$ cat src/rtl/updown_mode_counter.sv
// Up/down counter with wrap or saturate policy, programmable step,
// parallel load, terminal-count pulse and sticky boundary flags.
module updown_mode_counter #(
    parameter int WIDTH     = 10,
    parameter int MAX_VAL   = 2**WIDTH-1,
    parameter int STEP_W    = 4,
    parameter int RESET_VAL = 0
) (
    input  logic              clk,
    input  logic              rst,
    input  logic              en,
    input  logic [1:0]        mode,
    input  logic [STEP_W-1:0] step,
    input  logic              load,
    input  logic [WIDTH-1:0]  load_val,
    input  logic              clr_flags,
    output logic [WIDTH-1:0]  cnt,
    output logic              tc,
    output logic              at_max,
    output logic              at_min,
    output logic              ovf,
    output logic              unf
);

    // One spare bit above the wider operand keeps cnt+step exact.
    localparam int AW = ((WIDTH > STEP_W) ? WIDTH : STEP_W) + 1;

    localparam logic [AW-1:0]    MAX_X   = AW'(MAX_VAL);
    localparam logic [AW-1:0]    RANGE_X = AW'(MAX_VAL + 1);
    localparam logic [WIDTH-1:0] MAX_W   = WIDTH'(MAX_VAL);
    localparam logic [WIDTH-1:0] RST_W   = WIDTH'(RESET_VAL);

    localparam logic [1:0] M_UP_WRAP = 2'b00;
    localparam logic [1:0] M_DN_WRAP = 2'b01;
    localparam logic [1:0] M_UP_SAT  = 2'b10;
    localparam logic [1:0] M_DN_SAT  = 2'b11;

    logic [AW-1:0]    cnt_x;
    logic [AW-1:0]    step_x;
    logic [AW-1:0]    sum_x;
    logic             active;
    logic             over;
    logic             under;
    logic [WIDTH-1:0] cnt_nxt;
    logic [WIDTH-1:0] load_clip;
    logic             up_evt;
    logic             dn_evt;

    assign cnt_x  = AW'(cnt);
    assign step_x = AW'(step);
    assign sum_x  = cnt_x + step_x;
    assign over   = sum_x > MAX_X;
    assign under  = step_x > cnt_x;
    assign active = en && (step != '0);

    // A full-range counter cannot be loaded above its top value.
    if (MAX_VAL == 2**WIDTH-1) begin : g_clip_full
        assign load_clip = load_val;
    end else begin : g_clip_part
        assign load_clip = (load_val > MAX_W) ? MAX_W : load_val;
    end

    always_comb begin
        cnt_nxt = cnt;
        up_evt  = 1'b0;
        dn_evt  = 1'b0;
        if (active) begin
            unique case (mode)
                M_UP_WRAP: begin
                    up_evt = over;
                    cnt_nxt = over ? WIDTH'(sum_x - RANGE_X)
                                   : WIDTH'(sum_x);
                end
                M_DN_WRAP: begin
                    dn_evt = under;
                    cnt_nxt = under ? WIDTH'(cnt_x + RANGE_X - step_x)
                                    : WIDTH'(cnt_x - step_x);
                end
                M_UP_SAT: begin
                    up_evt = over;
                    cnt_nxt = over ? MAX_W : WIDTH'(sum_x);
                end
                M_DN_SAT: begin
                    dn_evt = under;
                    cnt_nxt = under ? '0 : WIDTH'(cnt_x - step_x);
                end
                default: begin
                    cnt_nxt = cnt;
                end
            endcase
        end
    end

    always_ff @(posedge clk) begin
        if (!rst) begin
            cnt <= RST_W;
            tc  <= 1'b0;
            ovf <= 1'b0;
            unf <= 1'b0;
        end else if (load) begin
            cnt <= load_clip;
            tc  <= 1'b0;
            ovf <= ovf & ~clr_flags;
            unf <= unf & ~clr_flags;
        end else begin
            cnt <= cnt_nxt;
            tc  <= up_evt | dn_evt;
            ovf <= (ovf & ~clr_flags) | up_evt;
            unf <= (unf & ~clr_flags) | dn_evt;
        end
    end

    assign at_max = (cnt == MAX_W);
    assign at_min = (cnt == '0);

endmodule

$ cat config.mk
export PLATFORM = sky130hd
export DESIGN_NAME = updown_mode_counter
export DESIGN_NICKNAME = d
export VERILOG_FILES = /design/src/rtl/updown_mode_counter.sv
export SDC_FILE = /design/constraint.sdc
export NUM_CORES = 1
export LEC_CHECK = 0
export CAP_MARGIN = 40
export CORE_UTILIZATION = 49
export DETAILED_ROUTE_END_ITERATION = 7
export HOLD_SLACK_MARGIN = 0.12
export PLACE_DENSITY = 0.82
export SLEW_MARGIN = 30
export SYNTH_ARGS = -nofsm -noshare
export SYNTH_HDL_FRONTEND = slang
export SYNTH_SLANG_ARGS = --single-unit
$ cat constraint.sdc
create_clock -name clk -period 3.1 [get_ports clk]
set_input_delay 0.93 -clock clk [delete_from_list [all_inputs] [get_ports clk]]
set_output_delay 0.93 -clock clk [all_outputs]
set_load 0.005 [all_outputs]
-- Yosys cells after proc, flatten, opt, wreduce, memory -nomap -nowiden
Cells that the tools add are included.
- input bits: 21
- word-level logic and storage cells: 43
- output and inout port bits: 15
- flip-flop bits (word level): 13
- multiplexer cells: 13
- equal/unequal tests: 4
- add/sub/neg operators: 5
- bitwise logic cells: 7
- magnitude comparators: 2
- reduce and logical (&&, ||, !) cells: 8
- operators with widths (kind ; number):
    10-bit two-way mux ; 6
    10-bit one-hot mux with 4 select lines ; 1
    10-bit by 4-bit subtractor with 10-bit output ; 2
    10-bit by 4-bit adder with 11-bit output ; 1
    11-bit by 10-bit > comparator with 1-bit output (second input constant) ; 1
    10-bit by 1-bit adder with 10-bit output (second input constant) ; 1
    10-bit equality test (second input constant) ; 1
    4-bit by 10-bit > comparator with 1-bit output ; 1
    10-bit zero test ; 1
    10-bit by 1-bit subtractor with 10-bit output (second input constant) ; 1
    1-bit two-way mux ; 6
    2-bit OR reduction ; 3
    2-bit equality test (second input constant) ; 2
    4-bit nonzero test ; 1
    1-bit OR ; 3
    1-bit AND ; 2
    2-bit by 1-bit equality test with 1-bit output (second input constant) ; 1
    2-bit zero test ; 1
    1-bit inverter ; 2
    2-bit nonzero test ; 1
    1-bit logical AND ; 1

-- Logic depth before layout (Yosys ltp)
- depth in word-level cells: 6
- mapped depth: 10

-- Least setup slack after synthesis
No wires, ideal clock.
- path kind: input to register
- from: input port step[0]
- to: register cnt[8]
- library setup time: 123 ps
- path slack: 419 ps
- data required time: 2977 ps
- buffers on the path: 0
- cell stages on the path: 8
- arrival: 2557 ps
- cell sequence: ha_1 -> inv_1 -> fa_1 -> a21o_1 -> a211o_1 -> o311ai_1 -> o2111ai_1 -> nor3b_2
- word-level cells in the longest chain between the ends: 6
- elaborated cells on any way between the ends: 16
- those cells by class: 4 x add/sub; 2 x order compare; 7 x mux; 3 x reduce/logical
- ends and longest elaborated chain (what ; line ; source):
    start: declaration ; 13 ; input logic [STEP_W-1:0] step,
    10-bit by 4-bit adder with 11-bit output ; 51 ; assign sum_x = cnt_x + step_x;
    10-bit by 1-bit subtractor with 10-bit output or 11-bit by 10-bit > comparator with 1-bit output (tied branches) ; 71, 52 ;
    10-bit two-way mux, on equally long branches ; 71, 81 ;
    10-bit one-hot mux with 4 select lines ; 68 ; unique case (mode)
    10-bit two-way mux ; 67 ; if (active) begin
    10-bit two-way mux ; 100 ; end else if (load) begin
    end signal: assignment ; 101 ; cnt <= load_clip;
    end signal: assignment ; 106 ; cnt <= cnt_nxt;
    end: declaration ; 17 ; output logic [WIDTH-1:0] cnt,
Parallel ways exist; a longest one is shown, timed or not. The select of a mux whose other input is x is not followed.
A chain may end at the register's enable or synchronous reset.

-- Worst setup path after layout
- from: input port step[1]
- to: register cnt[5]
The elaborated chain is that of the path after synthesis.

==> flow_summary_export.csv <==
group,metric,value,unit
worst_hold_path,hold_class,"reg -> reg",
logic_synthesis,synth_top_area_cell,"dfxtp_1",
detailed_routing,vias,1474,
final_layout,area_growth,36.5,%
worst_setup_path,r2r_cells,10,
sta,setup_viol_count_final,0,
detailed_routing,viasPerCell,6.25,
sta,fin_tns_setup,0,ns
final_layout,drive_above_1_share,0.170,
worst_setup_path,end_kind,"register",
detailed_routing,wirelength,3860,um
place,dp_hpwl,3030,um
clocking,clk_latency,0.27,ns
detailed_routing,drtIter0Drc,70,
floorplanning,dieArea,2960,um^2
logic_synthesis,async_flop_share,0,
worst_setup_path,critical_path_arrival,3.19,ns
detailed_routing,drtAntennaViolNets,0,
grt,first_global_vias,1390,
final_layout,design_area,1840,um^2
logic_synthesis,synthCells,165,
logic_synthesis,synth_edf_count,0,
worst_setup_path,crit_path_max_fanout,4,
sta,worstMarginPinSlew,0.527,ns
sta,final_max_slew_viol_count,0,
clocking,clock_sinks,13,
floorplanning,core_area,2540,um^2
sta,clock_skew,0.00499,ns
place,io_buffers,35,
final_layout,postLayoutCoreUtil,0.722,
logic_synthesis,synthFlopType,"dfxtp_1",
place,dp_cells,232,
worst_hold_path,worstHoldPathCells,2,
floorplanning,start_util,0.529,
grt,grt_max_degree,16,
clocking,clkTransAtPathRegs,0.08,ns
sta,finalHoldViolations,0,
logic_synthesis,syn_avg_cell_area,8.16,um^2
sta,period_share,0.963,
place,dpl-instance-area,1770,um^2
logic_synthesis,synthTopCellsByArea,"dfxtp_1 19%, ha_1 7.4%, nor3_1 4.1%, nor2_1 3.9%, xnor2_1 3.9%",
run_status,outcome,"completed",
floorplanning,die_w,54.4,um
clocking,cts_max_level,1,
final_layout,finalNonFillerCells,236,
logic_synthesis,synth_top_area_share,0.193,
grt,grt_pass1_wl,6270,um
clocking,clockBufferDepth,2,
final_layout,nets,238,
final_layout,antenna_cells,0,
detailed_routing,drc,0,
floorplanning,die_y,54.4,um
worst_setup_path,required,3.30,ns
clocking,cts_tree,"yes",
power_and_ir_drop,peakVddDrop,390,uV
job,drv_cap,0,
floorplanning,num_rows,18,
logic_synthesis,syn-num-nets,196,
logic_synthesis,netlist_area,1350,um^2
final_layout,nFillCells,213,
clocking,clock-root-buffer,"clkbuf_4",
sta,maxSlewHeadroom,0.648,
sta,rsz0062_at_grt,"no",
detailed_routing,avgRoutedWirePerCell,16.3,um
logic_synthesis,ys_warn_count,0,
grt,grt_util_all_layers,0.291,
place,place_congestion,0.865,
floorplanning,ioPinCount,36,
power_and_ir_drop,power_density,325,nW/um^2
clocking,cts_hold_buffers,0,
grt,antenna_found_initial,0,
detailed_routing,firstDrtPassIters,4,
sta,fin_crit,2.98,ns
logic_synthesis,ys_ff_latch,13,
logic_synthesis,ys_types,54,
worst_setup_path,worstSetupPathType,"in -> reg",
clocking,post_cts_buffers,0,
clocking,numCtsBuffers,3,
worst_setup_path,start_kind,"input pin",
power_and_ir_drop,leakage,0.708,nW
grt,grt-ovfl-total,0,
sta,clock.fmax,0.335,GHz
logic_synthesis,seq_area_frac_synth,0.193,
[layout make-up]
type / count / area, um^2 / share of cell area
Clock buffer: 4 / 26.3 / 0.0143
Multi-Input combinational cell: 130 / 1030 / 0.560
Inverter: 13 / 48.8 / 0.0265
Tap cell: 30 / 37.5 / 0.0204
Sequential cell: 13 / 260 / 0.142
Timing Repair Buffer: 46 / 435 / 0.237
[worst max-delay path, cell delays in order]
cell and delay, ns:
clkdlybuf4s50_1 0.48, inv_1 0.07, buf_4 0.14, ha_1 0.30, nand2b_4 0.16, a211oi_4 0.33
o21ai_2 0.10, xor2_1 0.17, o221a_1 0.29, nor3_2 0.20
[report_power, final]
| group | internal, mW | leakage (nW) | switching [mW] |
|---|---|---|---|
| Combinational | 0.144 | 0.585 | 0.134 |
| Clock | 0.0498 | 0.0150 | 0.0550 |
| Sequential | 0.180 | 0.108 | 0.0346 |
| Total | 0.374 | 0.708 | 0.224 |
[timing repair]
action                                 4_1_cts  5_1_grt
pin swaps                                    0        2
setup endpoints to repair                    1        7
resized for setup                            1        6
endpoints found under the hold margin        0        0
[registers in the layout, indices dropped and copies added, names as in the netlist]
signal and flops:
cnt 10, ovf 1, tc 1, unf 1
[layout by cell type, fill, tap and decap left out, types with 3 or more instances in the layout]
cell,synthesis,routed
clkdlybuf4s50_1,0,34
nor2_1,14,14
dfxtp_1,13,13
inv_1,12,12
nor3_1,11,11
buf_4,0,11
nand2_1,9,9
ha_1,8,8
o21ai_0,6,6
nand3_1,6,6
xnor2_1,6,6
nor3_2,5,5
a21oi_1,5,5
o221ai_1,5,5
nand2b_1,5,4
nor2b_1,4,4
clkbuf_4,0,3
[metal layers]
metal / track usage / vias to the layer above / share of wire
li1: - / 691 / -
met1: 0.367 / 696 / 0.42
met2: 0.496 / 73 / 0.49
met3: 0.0444 / 14 / 0.063
met4: 0.103 / 0 / 0.025
met5: 0 / - / 0
[stage by stage]
step	total power [mW]	setup slack (ns)	hold WS (ns)
finish	0.598	0.116	0.499
CTS	0.588	0.00387	0.506
global route	0.632	0.00954	0.531
global placement	0.470	-0.162	0.474
detailed placement	0.481	-0.311	0.496
floorplan	0.377	0.419	0.472
[final timing paths]
kind / start / to / slack (ns)
max: step[1] / cnt[5]$_SDFFE_PN0P_ / 0.12
min: ovf$_SDFF_PN0_ / ovf$_SDFF_PN0_ / 0.50
max reg2reg: cnt[0]$_SDFFE_PN0P_ / cnt[6]$_SDFFE_PN0P_ / 0.73
min reg2reg: ovf$_SDFF_PN0_ / ovf$_SDFF_PN0_ / 0.50
[logic make-up (layout without fill, tap and decap cells)]
kind of cell               count (synthesis)  in the layout  share of synthesized area
and+or+nand+nor                           67             67                      0.300
AOI/OAI and AO/OA                         44             44                      0.272
buffers and inverters                     22             63                     0.0706
DFF                                       13             13                      0.193
adders and majority gates                 10             10                      0.104
xor gates and xnor gates                   8              8                     0.0520
muxes                                      1              1                    0.00744
[synth_stat cells (2+ instances only)]
library cell and count:
a21oi_1 5, a31oi_1 2, buf_2 4, clkbuf_1 4, dfxtp_1 13, fa_1 2
ha_1 8, inv_1 12, nand2_1 9, nand2b_1 5, nand3_1 6, nand4_1 2
nor2_1 14, nor2b_1 4, nor3_1 11, nor3_2 5, nor3b_2 2, o2111ai_1 2
o211a_1 2, o21ai_0 6, o21ai_1 2, o221a_1 2, o221ai_1 5, o22ai_1 2
xnor2_1 6, xor2_1 2
(Power assumes the default switching activity.)
